`config.mk`:
```
export PLATFORM = sky130hd
export DESIGN_NAME = tx_msg_sched
export DESIGN_NICKNAME = d
export VERILOG_FILES = /design/src/rtl/tx_msg_sched.sv
export SDC_FILE = /design/constraint.sdc
export NUM_CORES = 1
export LEC_CHECK = 0
export BUFFER_PORTS_ARGS = -buffer_cell sky130_fd_sc_hd__buf_2
export CAP_MARGIN = 20
export CORE_UTILIZATION = 50
export CTS_CLUSTER_DIAMETER = 150
export DETAILED_ROUTE_END_ITERATION = 12
export GPL_TIMING_DRIVEN = 0
export PLACE_DENSITY = 0.81
export SLEW_MARGIN = 20
export SYNTH_ARGS = -nofsm -noshare
export SYNTH_HDL_FRONTEND = slang
export SYNTH_SLANG_ARGS = --single-unit
```
`constraint.sdc`:
```
create_clock -name clk -period 5.3 [get_ports clk]
set_input_delay 1.06 -clock clk [delete_from_list [all_inputs] [get_ports clk]]
set_output_delay 1.06 -clock clk [all_outputs]
set_load 0.01 [all_outputs]
```
`src/rtl/tx_msg_sched.sv`:
```
// rtl/tx_msg_sched.sv - round-robin message send scheduler with downstream credit tracking
//
// Purpose: collects per-slot send requests from the message table, grants one
// slot at a time to the TX FSM (IDLE -> GRANT -> BUSY), reports completion
// back to the table, and tracks credits for the downstream switch input buffer.
//
// Ports:
//   clk           - clock, all state on rising edge
//   n_rst         - asynchronous active-low reset
//   trigger_send  - per-slot send request pulses
//   send_valid    - granted slot offered to TX FSM (GRANT state)
//   send_id       - granted slot index
//   send_ready    - TX FSM accepts the offered slot
//   send_done     - TX FSM finished the packet (pulse)
//   msg_done      - one-hot completion pulse to the message table
//   flit_sent     - one flit pushed downstream this cycle
//   credit_return - downstream freed one buffer entry this cycle
//   credits       - current credit count
//   flit_ok       - TX FSM may push a flit this cycle
//   busy          - scheduler in GRANT or BUSY
module tx_msg_sched #(
  parameter int NUM_MSGS = 4,
  parameter int DEPTH    = 8
) (
  input  logic                         clk,
  input  logic                         n_rst,
  input  logic [NUM_MSGS-1:0]          trigger_send,
  output logic                         send_valid,
  output logic [$clog2(NUM_MSGS)-1:0]  send_id,
  input  logic                         send_ready,
  input  logic                         send_done,
  output logic [NUM_MSGS-1:0]          msg_done,
  input  logic                         flit_sent,
  input  logic                         credit_return,
  output logic [$clog2(DEPTH+1)-1:0]   credits,
  output logic                         flit_ok,
  output logic                         busy
);

  localparam int ID_W  = $clog2(NUM_MSGS);
  localparam int ID_W1 = ID_W + 1;
  localparam int CW    = $clog2(DEPTH + 1);

  typedef enum logic [1:0] {
    S_IDLE  = 2'd0,
    S_GRANT = 2'd1,
    S_BUSY  = 2'd2
  } state_t;

  state_t              r_state;
  logic [NUM_MSGS-1:0] r_pending;
  logic [ID_W-1:0]     r_send_id;
  logic [ID_W-1:0]     r_rr_ptr;
  logic [CW-1:0]       r_credits;

  logic                w_any;
  logic [ID_W-1:0]     w_win;
  logic [ID_W1-1:0]    w_sum;
  logic [NUM_MSGS-1:0] w_id_onehot;
  logic [NUM_MSGS-1:0] w_clr;
  logic [ID_W-1:0]     w_next_ptr;
  logic [CW-1:0]       w_cred_next;

  assign w_any       = |r_pending;
  assign w_id_onehot = NUM_MSGS'(1) << r_send_id;
  assign w_clr       = (r_state == S_GRANT && send_ready) ? w_id_onehot : '0;
  assign w_next_ptr  = (r_send_id == ID_W'(NUM_MSGS - 1)) ? '0 : r_send_id + ID_W'(1);

  // Scan offsets from farthest to nearest so the first set bit at or after
  // rr_ptr (with wrap) is the last assignment and therefore wins.
  always_comb begin
    w_win = '0;
    w_sum = '0;
    for (int k = NUM_MSGS - 1; k >= 0; k--) begin
      w_sum = {1'b0, r_rr_ptr} + ID_W1'(k);
      if (w_sum >= ID_W1'(NUM_MSGS)) begin
        w_sum = w_sum - ID_W1'(NUM_MSGS);
      end
      if (r_pending[w_sum[ID_W-1:0]]) begin
        w_win = w_sum[ID_W-1:0];
      end
    end
  end

  always_ff @(posedge clk or negedge n_rst) begin
    if (!n_rst) begin
      r_state   <= S_IDLE;
      r_pending <= '0;
      r_send_id <= '0;
      r_rr_ptr  <= '0;
    end else begin
      // A new trigger overrides the acceptance clear, so a slot re-triggered
      // while being accepted is sent again later.
      r_pending <= (r_pending & ~w_clr) | trigger_send;
      case (r_state)
        S_IDLE: begin
          if (w_any) begin
            r_send_id <= w_win;
            r_state   <= S_GRANT;
          end
        end
        S_GRANT: begin
          if (send_ready) begin
            r_state <= S_BUSY;
          end
        end
        S_BUSY: begin
          if (send_done) begin
            r_rr_ptr <= w_next_ptr;
            r_state  <= S_IDLE;
          end
        end
        default: r_state <= S_IDLE;
      endcase
    end
  end

  // Credits track the downstream buffer regardless of scheduler state.
  always_comb begin
    w_cred_next = r_credits;
    if (flit_sent && !credit_return && r_credits != '0) begin
      w_cred_next = r_credits - CW'(1);
    end else if (credit_return && !flit_sent && r_credits != CW'(DEPTH)) begin
      w_cred_next = r_credits + CW'(1);
    end
  end

  always_ff @(posedge clk or negedge n_rst) begin
    if (!n_rst) begin
      r_credits <= CW'(DEPTH);
    end else begin
      r_credits <= w_cred_next;
    end
  end

  assign send_valid = (r_state == S_GRANT);
  assign send_id    = r_send_id;
  assign busy       = (r_state != S_IDLE);
  assign msg_done   = (r_state == S_BUSY && send_done) ? w_id_onehot : '0;
  assign credits    = r_credits;
  assign flit_ok    = (r_credits != '0) && (r_state == S_BUSY);

endmodule

```
Word level (Yosys, flattened, before mapping)
Index checks and enable logic that the tools add are counted.
- bits in registers: 14
- input bits: 10
- logic and storage cells: 76
- add/subtract/negate cells: 10
- order comparisons: 8
- equal/unequal tests: 7
- shift-type cells: 1
- mux-type cells: 25
- bitwise gates (word level): 3
- reductions and logical operators: 17
- operators by type and width (operator ; count):
    2-bit two-way mux ; 12
    4-bit two-way mux ; 4
    2-bit by 3-bit less-than comparator with 1-bit output, second input constant ; 4
    3-bit >= comparator, second input constant ; 3
    1-bit binary-select mux with 2-bit select ; 4
    2-bit by 1-bit subtractor with 2-bit output, second input constant ; 4
    1-bit logical AND ; 7
    2-bit by 2-bit adder with 3-bit output, second input constant ; 2
    2-bit one-hot mux with 3 select lines ; 1
    4-bit by 1-bit adder with 4-bit output, second input constant ; 1
    4-bit AND ; 1
    2-bit equality test, second input constant ; 2
    1-bit two-way mux ; 4
    2-bit inequality test, second input constant ; 2
    4-bit inequality test, second input constant ; 1
    4-bit NOT ; 1
    4-bit bitwise OR ; 1
    2-bit AND reduction ; 2
    2-bit nonzero test ; 2
    4-bit nonzero test ; 1
    4-bit OR reduction ; 1
    1-bit by 2-bit left shift with 4-bit output, first input constant ; 1
    4-bit by 1-bit subtractor with 4-bit output, second input constant ; 1
    2-bit by 1-bit adder with 3-bit output, second input constant ; 1
    other kinds (7) ; 8

Depth between registers and ports, before layout
- depth after elaboration: 9
- mapped depth: 7
- depth with buffers taken out: 7

Least setup slack after synthesis
Ideal clock, no wire load.
- path kind: input port to output port
- from: in send_done
- to: out msg_done[0]
- data arrival time: 1.501 ns
- data required time: 4.240 ns
- slack: 2.739 ns
- stages: 3
- path through: inv_1 > nor2_1 > and2_1
- longest elaborated chain between the ends: 2
- RTL lines (item ; RTL line ; source):
    start: declaration ; 31 ; input logic send_done,
    1-bit logical AND ; 139 ; assign msg_done = (r_state == S_BUSY && send_done) ? w_id_onehot : '0;
    4-bit two-way mux ; 139 ;
    end: declaration ; 32 ; output logic [NUM_MSGS-1:0] msg_done,
Every way passes these cells.

Worst setup path after layout
- from: in send_done
- to: out msg_done[1]
Same word-level chain as after synthesis.

==> results.json <==
{
  "ant_nets": 0,
  "yosysUniqueCellTypes": 30,
  "outcome": "finished, final reports clean",
  "cp_cell_sequence": "buf_2, inv_1, nor2_1, and2_1, buf_2",
  "vias_per_cell": 5.43,
  "setup.worst_path.class": "input port to output pin",
  "cts_sinks": 14,
  "via_count": 679,
  "p_per_area_nw_per_um2": 508,
  "worst_pin_slew_ns": 0.381,
  "synth_top_area_share_pct": 40.1,
  "peakVddDrop_v": 0.000273,
  "syn_area_um2": 812,
  "setup_ws_ns": 2.44,
  "hold_buffers": 0,
  "ys_seq_area_share_pct": 43.3,
  "die_y_um": 42.3,
  "max-slew-margin-rel_pct": 74.5,
  "fill_cells": 137,
  "initial_core_util_pct": 53.9,
  "cts_tree": "done",
  "cts_buffers": 3,
  "synth_cells": 83,
  "first_global_vias": 681,
  "drive_gt1_share_pct": 28.4,
  "die_x_um": 42.3,
  "antenna_cells": 0,
  "cpMaxStageDelayCell": "nor2_1",
  "coreArea_um2": 1510,
  "fin_crit_sh_pct": 53.9,
  "grt_overflow": 0,
  "worst_setup_path_end_kind": "output pin",
  "antenna_found_initial": 0,
  "power.leakage_nw": 0.469,
  "drt_iter0_drc": 10,
  "cts_setup_buffers": 0,
  "grt_max_degree": 15,
  "htreeDepth": 1,
  "hold_ws_ns": 0.533,
  "clock-root-buffer": "clkbuf_4",
  "port_buffers": 22,
  "required_ns": 4.24,
  "dieArea_um2": 1790,
  "clk_latency_ns": 0.27,
  "gp_congestion": 0.772,
  "setup_violations": 0,
  "nets": 125,
  "yosys.area.top_type": "dfrtp_1",
  "hpwl_mm": 1.23,
  "wl_per_cell_um": 12.2,
  "fp-row-count": 14,
  "register_area_um2": 352,
  "tns_ns": 0,
  "syn_avg_cell_area_um2": 9.78,
  "synth_nets": 98,
  "grt_pass1_wl_mm": 2.86,
  "arrival_ns": 1.80,
  "place_ws_ns": 2.42,
  "drc": 0,
  "grt_usage_pct": 20.9,
  "synthTopCellsByArea": "dfrtp_1, ha_1, a21o_1",
  "hold_class": "flip-flop to flip-flop",
  "max_freq_mhz": 350,
  "hold_violations": 0,
  "wl_mm": 1.52,
  "dr.pass1.iters": 4,
  "io_pins": 23,
  "maxCapViolations": 0,
  "min_period_ns": 2.86,
  "clk_pin_slew_ns": 0.08,
  "skew_ns": 0.00611,
  "yosysWarnings": 0,
  "rsz0062_at_grt": "no",
  "multiInputGateArea_um2": 445,
  "critical_path_peak_fanout": 6,
  "cts_resized": 0,
  "cts_buffer_depth": 2,
  "drv_slew": 0,
  "cp-start-kind": "input port",
  "crit_path_frequent_cell": "buf_2",
  "area_growth_syn_to_layout_pct": 19.3,
  "max_stage_delay_ns": 0.31,
  "synth-seq-cells": 14
}
## routing by layer
metal	up-vias	wire, um	GRT usage, %
li1	342	-	-
met1	321	623	24.2
met2	16	832	38.2
met3	0	68	3.45
met4	0	0	8.13
met5	-	0	0
## cells in the final DEF (no fill, tap or decap), types with 4 or more instances in the layout
cell     count
buf_2       22
a21o_1       5
o21ai_0      4
and2_1       4
inv_1        4
ha_1         5
nand2_1     10
dfrtp_1     13
nor2_1       8
## area by class of cell
cell class | instances | area share (%)
clock buffer | 4 | 2.71
inverter | 4 | 1.55
multi-input combinational | 65 | 46.0
sequential | 14 | 36.3
tap | 16 | 2.07
timing repair buffer | 22 | 11.4
## worst max-delay path: cells and delay by family
kind | cells | cell delay (ns)
simple gates | 2 | 0.49
buf+inv | 3 | 0.24
## per-stage QoR
step           std cells  utilization (%)  cell area, um2  power [W]
2_1_floorplan         83                -             812   0.000358
3_3_place_gp         121             62.5             942   0.000423
3_5_place_dp         121             62.5             942   0.000436
4_1_cts              125             64.3             968   0.000499
5_1_grt              125             64.3             968   0.000544
6_report             125             64.3             968   0.000492
## sequential cells by signal (all words and copies together) (netlist names)
name / cells
r_pending: 4
send_id: 2
r_rr_ptr: 2
credits: 4
r_state: 2
## synthesized netlist by cell type
| cell | instances |
|---|---|
| a22oi_1 | 1 |
| o21ai_1 | 1 |
| nand2b_1 | 3 |
| o21a_1 | 1 |
| mux2_2 | 2 |
| nor4_1 | 1 |
| o22ai_1 | 1 |
| nand2_1 | 10 |
| ha_1 | 5 |
| o31ai_1 | 1 |
| or2_2 | 1 |
| xnor2_1 | 2 |
| nand3_1 | 1 |
| a21oi_1 | 2 |
| nor2_1 | 8 |
| a21o_1 | 5 |
| o21ai_0 | 4 |
| or3_1 | 1 |
| dfrtp_1 | 13 |
| nor3b_1 | 1 |
| and2_1 | 4 |
| nor3_1 | 1 |
| inv_1 | 4 |
| dfstp_2 | 1 |
| xor2_1 | 3 |
| and4b_1 | 1 |
| nor4_4 | 1 |
| nand2b_2 | 1 |
| mux2i_1 | 2 |
| a211oi_1 | 1 |
## kinds of logic (layout without fill, tap and decap cells)
logic type / after synthesis / in the layout / synth area share, %
flip-flops: 14 / 14 / 43.3
AO/OA/AOI/OAI: 17 / 17 / 13.4
multiplexers: 4 / 4 / 5.24
adder cells (fa/ha/maj): 5 / 5 / 7.70
XOR/XNOR: 5 / 5 / 5.39
AND/OR/NAND/NOR: 34 / 34 / 23.1
buffers and inverters: 4 / 30 / 1.85
## final timing paths
| check | cells after the start | startpoint | end | slack (ns) |
|---|---|---|---|---|
| worst min-delay path | 1 | r_pending[0]$_DFF_PN0_ | r_pending[0]$_DFF_PN0_ | 0.53 |
| max in group asynchronous | 1 | n_rst | credits[3]$_DFFE_PN1P_ | 4.34 |
| worst min register to register | 1 | r_pending[0]$_DFF_PN0_ | r_pending[0]$_DFF_PN0_ | 0.53 |
| worst max register to register | 7 | credits[0]$_DFFE_PN0P_ | credits[2]$_DFFE_PN0P_ | 3.34 |
| worst max-delay path | 5 | send_done | msg_done[1] | 2.44 |
| min in group asynchronous | 1 | n_rst | r_pending[2]$_DFF_PN0_ | 0.66 |
## power by group
| group | internal (W) | switching, W | leakage [nW] |
|---|---|---|---|
| sequential | 0.000149 | 0.0000646 | 0.156 |
| clock | 0.0000291 | 0.0000324 | 0.0150 |
| combinational | 0.000108 | 0.000108 | 0.298 |
Power figures use the tool's default switching activity.
